**src/rtl/bin2bcd_seq.sv**
```systemverilog
// Sequential binary-to-BCD converter (double-dabble), one input bit per clock.
// Results are published only when a conversion completes, so a display reading bcd/lz never sees partial digits.
module bin2bcd_seq #(
  parameter int WIDTH  = 16,
  parameter int DIGITS = 5
) (
  input  logic                  clk100mhz,
  input  logic                  reset_n,
  input  logic                  start,
  input  logic [WIDTH-1:0]      bin,
  output logic                  busy,
  output logic                  done,
  output logic [4*DIGITS-1:0]   bcd,
  output logic [DIGITS-1:0]     lz
);

  // state   | meaning
  // S_IDLE  | waiting for start; bcd/lz hold last result
  // S_SHIFT | one add-3 + shift per clock, WIDTH clocks total
  // S_DONE  | publish acc to bcd/lz, pulse done

  localparam int CW = $clog2(WIDTH + 1);
  localparam logic [DIGITS-1:0] LZ_RST = ~DIGITS'(1);

  typedef enum logic [1:0] {S_IDLE, S_SHIFT, S_DONE} state_t;

  state_t              state;
  logic [WIDTH-1:0]    sh;
  logic [4*DIGITS-1:0] acc;
  logic [4*DIGITS-1:0] acc_adj;
  logic [CW-1:0]       cnt;
  logic [DIGITS-1:0]   lz_next;
  logic                higher_zero;

  // Add-3 per digit, no carry between digits.
  always_comb begin
    acc_adj = acc;
    for (int i = 0; i < DIGITS; i++) begin
      if (acc[4*i +: 4] >= 4'd5)
        acc_adj[4*i +: 4] = acc[4*i +: 4] + 4'd3;
    end
  end

  always_comb begin
    lz_next     = '0;
    higher_zero = 1'b1;
    for (int i = DIGITS - 1; i >= 1; i--) begin
      higher_zero = higher_zero & (acc[4*i +: 4] == 4'd0);
      lz_next[i]  = higher_zero;
    end
  end

  assign busy = (state != S_IDLE);

  always_ff @(posedge clk100mhz or negedge reset_n) begin
    if (!reset_n) begin
      state <= S_IDLE;
      sh    <= '0;
      acc   <= '0;
      cnt   <= '0;
      bcd   <= '0;
      lz    <= LZ_RST;
      done  <= 1'b0;
    end else begin
      done <= 1'b0;
      unique case (state)
        S_IDLE: begin
          if (start) begin
            sh    <= bin;
            acc   <= '0;
            cnt   <= '0;
            state <= S_SHIFT;
          end
        end
        S_SHIFT: begin
          {acc, sh} <= {acc_adj[4*DIGITS-2:0], sh, 1'b0};
          cnt       <= cnt + CW'(1);
          if (cnt == CW'(WIDTH - 1))
            state <= S_DONE;
        end
        S_DONE: begin
          bcd   <= acc;
          lz    <= lz_next;
          done  <= 1'b1;
          state <= S_IDLE;
        end
        default: state <= S_IDLE;
      endcase
    end
  end

endmodule

```
**config.mk**
```make
export PLATFORM = sky130hd
export DESIGN_NAME = bin2bcd_seq
export DESIGN_NICKNAME = d
export VERILOG_FILES = /design/src/rtl/bin2bcd_seq.sv
export SDC_FILE = /design/constraint.sdc
export NUM_CORES = 1
export LEC_CHECK = 0
export CORE_UTILIZATION = 45
export CTS_BUF_LIST = sky130_fd_sc_hd__clkbuf_16
export DETAILED_ROUTE_END_ITERATION = 12
export PLACE_DENSITY = 0.71
export SLEW_MARGIN = 25
export SYNTH_ARGS = -nofsm -noshare
export SYNTH_HDL_FRONTEND = slang
export SYNTH_SLANG_ARGS = --single-unit
```
**constraint.sdc**
```tcl
create_clock -name clk100mhz -period 2 [get_ports clk100mhz]
set_input_delay 0.2 -clock clk100mhz [delete_from_list [all_inputs] [get_ports clk100mhz]]
set_output_delay 0.2 -clock clk100mhz [all_outputs]
set_load 0.02 [all_outputs]
```
==> impl_summary.md <==
Outcome
The flow ran to the end, but the final reports show violations. The checks that failed: setup timing.

Clock network
The clock slew at the register clock pins of the worst setup and hold paths is 0.06 ns. The number of CTS-inserted buffers is 9. TritonCTS built the clock tree. Counting every sink on the clock net gives between 60 and 70. The maximum number of buffers from clock root to sink is 2.

The source-to-sink clock delay at the later pin of the worst-skew pair is 0.33 ns. The cell at the root of the clock tree is sky130_fd_sc_hd__clkbuf_16. The H-tree was split into 3 levels.

Power
IR analysis of the VDD net gives a maximum drop of 696 uV. The total leakage power is 1.84 nW. After layout, the design draws a total of 0.00603 W. For this design the ratio of total power to cell area is ~1400 nW/um^2.

Synthesis
The post-synthesis instance area is 3220 um^2. sky130_fd_sc_hd__dfrtp_1 is the most common cell in the netlist. The primary flip-flop cell chosen by synthesis mapping is sky130_fd_sc_hd__dfrtp_1. In this run the mean area of a mapped cell was approximately 11 um^2.

Summed over all instances, the cell type with the most area after synthesis is sky130_fd_sc_hd__dfrtp_1. The number of synthesized register bits is 68. The number of nets in the synthesized netlist is 339. For this run, the number of Yosys warnings is 0. Synthesis produced a netlist whose cell count is 305. The share of flip-flops with an asynchronous set or reset after synthesis is 100%. The post-synthesis cell type count is 36.

The fraction of synthesized cell area taken by the top area cell type is about half. Yosys attributes the largest share of cell area to sky130_fd_sc_hd__dfrtp_1 50%, sky130_fd_sc_hd__ha_1 5.8%, sky130_fd_sc_hd__o21ai_0 5.1%. By count the netlist is led by 64 x sky130_fd_sc_hd__dfrtp_1, 33 x sky130_fd_sc_hd__o21ai_0, 24 x sky130_fd_sc_hd__nand2_1, 22 x sky130_fd_sc_hd__a21oi_1, 19 x sky130_fd_sc_hd__nor2b_1. The synthesized design contains 0 enable-type register cells. Sequential elements use 53.0% of the synthesized area.

Timing
The final number of max-transition violations is 0. The number of hold-slack violations in the final timing report came to 0. Setup repair after global routing could not meet its margin everywhere. Once routing completed, OpenROAD measured the worst setup slack at -0.206 ns. The fmax is 453 MHz. The worst hold slack across all endpoints is 0.424 ns. Between clock sinks in the finished design, the worst skew comes to 0.00608 ns. Setup violations remaining at the end of the flow were counted as 2. The worst path uses 110% of the clock period. For the finished layout, the period the worst path requires is between 2 and 2.5 ns.

Final layout
The repair_antennas step left the layout with diodes totalling 0. Relative to the synthesized area, the layout overhead comes to 31.3%. The area taken by flip-flops and latches is between 1500 and 2000 um^2. The area used by multi-input combinational logic is 1420 um^2. The final cell utilization of the core is 61.6%. The layout has 573 filler cells. The share of final-layout standard cells stronger than drive strength 1 is between 10% and 20%. At the end of the flow, the number of nets in the layout was 400.

Drt
Using the TritonRoute via totals, the vias-per-cell ratio works out to 5.37. The average wire per standard cell is 13.9 um. In the routed design, unresolved DRC markers number 0. The total wire length after detailed routing is 6460 um. The DRC marker count from the first detailed-route iteration is 84. The total via count in the routed design is 2,501. The first TritonRoute pass finished after 4 iterations. In this run the remaining antenna-violating nets after routing total 0.

Setup path
STA classifies the critical path startpoint as a flip-flop. The category of the worst setup path capture point is a flip-flop. The worst setup path is of the flip-flop to flip-flop kind.

The worst-path maximum fanout is 2. The worst flop-to-flop path startpoint is acc[16]. The worst register-to-register path ends at lz[2].

The number of cells on the worst reg-to-reg path is 6. Across all register-to-register paths, the minimum setup slack is -0.21 ns. For the worst setup path, the data arrival time is approximately 2.5 ns.

The data required time at the worst endpoint is 2.26 ns.

Floorplanning
In this run the count of I/O pins placed on the die edge is 46. The floorplan has 30 rows. The die outline width is between 80 and 90 um. For this configuration, the core starts out at a cell density of 46.9%. The area of the die is 7500 um^2. The die is 86.6 um tall. The floorplan step defined a core boundary enclosing 6870 um^2.

Placed design
Detailed placement finished with a half-perimeter wire length of 4290 um. The worst slack after detailed placement is -0.215 ns. Input and output buffers added on the ports amount to 44. The global placement routability congestion is 0.791.

Job
The number of max-cap violations is 0.

Global routing
Summed over all layers, the global routing overflow is 0. The number of antenna violations at the first check in global routing was 0. The via count of the first global-routing pass is 2,464. Global routing consumed, over all layers together, approximately a fifth of the routing resources. Entering global routing, the biggest net connects 69 pins.

The wire length of the first global-routing pass is 11,100 um.

Hold path
The tightest min-delay check is of the input port to asynchronous set/reset pin type.
cells in the final DEF, fill, tap and decap left out, types with 3 or more instances in the layout:
master / synthesis / final
sky130_fd_sc_hd__a21oi_1: 22 / 22
sky130_fd_sc_hd__a22oi_1: 15 / 15
sky130_fd_sc_hd__a32o_1: 5 / 5
sky130_fd_sc_hd__buf_12: 0 / 3
sky130_fd_sc_hd__buf_4: 1 / 20
sky130_fd_sc_hd__clkbuf_16: 0 / 9
sky130_fd_sc_hd__clkdlybuf4s50_1: 0 / 43
sky130_fd_sc_hd__clkinv_2: 0 / 3
sky130_fd_sc_hd__dfrtp_1: 64 / 64
sky130_fd_sc_hd__dfstp_2: 4 / 4
sky130_fd_sc_hd__ha_1: 15 / 14
sky130_fd_sc_hd__inv_1: 12 / 10
sky130_fd_sc_hd__mux2_2: 10 / 10
sky130_fd_sc_hd__nand2_1: 24 / 24
sky130_fd_sc_hd__nand2b_1: 7 / 7
sky130_fd_sc_hd__nand3_1: 6 / 6
sky130_fd_sc_hd__nor2_1: 4 / 4
sky130_fd_sc_hd__nor2b_1: 19 / 18
sky130_fd_sc_hd__o21ai_0: 33 / 33
sky130_fd_sc_hd__o22ai_1: 9 / 9
sky130_fd_sc_hd__o311ai_0: 7 / 7
sky130_fd_sc_hd__o31ai_1: 5 / 5
sky130_fd_sc_hd__xnor2_1: 5 / 5
cells by family (layout without fill, tap and decap cells):
group,after synthesis,in the layout,synth area share (%)
xor+xnor,6,6,1.63
buf+inv,30,95,3.61
mux,10,10,3.50
flops,68,68,53.0
simple gates,70,70,11.6
other cells,1,1,0.116
compound gates,105,105,20.8
fa+ha+maj,15,15,5.83
per-stage QoR:
stage	instance area, um^2	setup TNS (ns)	cells
after floorplan	3230	-0.282	305
after global placement	3910	-0.325	447
after detailed placement	3910	-0.411	447
after CTS	4220	-0.404	465
after global routing	4230	-0.547	466
final	4230	-0.411	466
worst max-delay path, stage by stage, from the launching register on:
cell and delay [ns]:
sky130_fd_sc_hd__dfrtp_1 0.39, sky130_fd_sc_hd__inv_2 0.08, sky130_fd_sc_hd__ha_4 0.12, sky130_fd_sc_hd__or3b_4 0.38, sky130_fd_sc_hd__or4b_4 0.49, sky130_fd_sc_hd__or4b_4 0.56, sky130_fd_sc_hd__o21ai_2 0.13
sequential cells by signal, indices dropped and copies added (netlist names):
register	cells
state	2
bcd	20
cnt	5
sh	16
acc	20
lz	4
done	1
power by group:
part | leakage, nW | total (W) | switching [W] | internal (W)
combinational | 0.820 | 0.00229 | 0.00115 | 0.00114
sequential | 0.886 | 0.00224 | 0.000393 | 0.00184
clock | 0.138 | 0.00150 | 0.000554 | 0.000945
total | 1.84 | 0.00603 | 0.00210 | 0.00393
repair_timing:
| action | CTS | global route |
|---|---|---|
| setup endpoints to repair | 2 | 2 |
| pin swaps | 0 | 2 |
| endpoints found under the hold margin | 64 | 0 |
| resized for setup | 2 | 0 |
| hold buffers | 1 | 0 |
| buffers inserted | 2 | 1 |
metal layers:
layer / GRT usage, % / wire length, um / vias to the layer above
li1: - / - / 1223
met1: 24.2 / 3040 / 1212
met2: 31.8 / 3100 / 55
met3: 3.05 / 212 / 11
met4: 8.64 / 103 / 0
met5: 0 / 0 / -
cell type report:
cell class                 count  area share [%]
clock buffer                   9            5.33
multi-input combinational    207            33.6
clock inverter                 6            1.33
inverter                      12            1.07
tap                           96            2.84
sequential                    68            40.4
timing repair buffer          68            15.5
worst max path at each step:
| stage | from | endpoint | slack (ns) | depth (start not counted) |
|---|---|---|---|---|
| 2_1_floorplan | acc[16] | lz[1] | -0.15 | 6 |
| 3_3_place_gp | acc[17] | lz[1] | -0.17 | 6 |
| 3_5_place_dp | acc[17] | lz[1] | -0.21 | 6 |
| 4_1_cts | acc[16] | lz[1] | -0.21 | 6 |
| 5_1_grt | acc[17] | lz[2] | -0.27 | 6 |
| 6_report | acc[16] | lz[2] | -0.21 | 6 |
(Power assumes the default switching activity.)
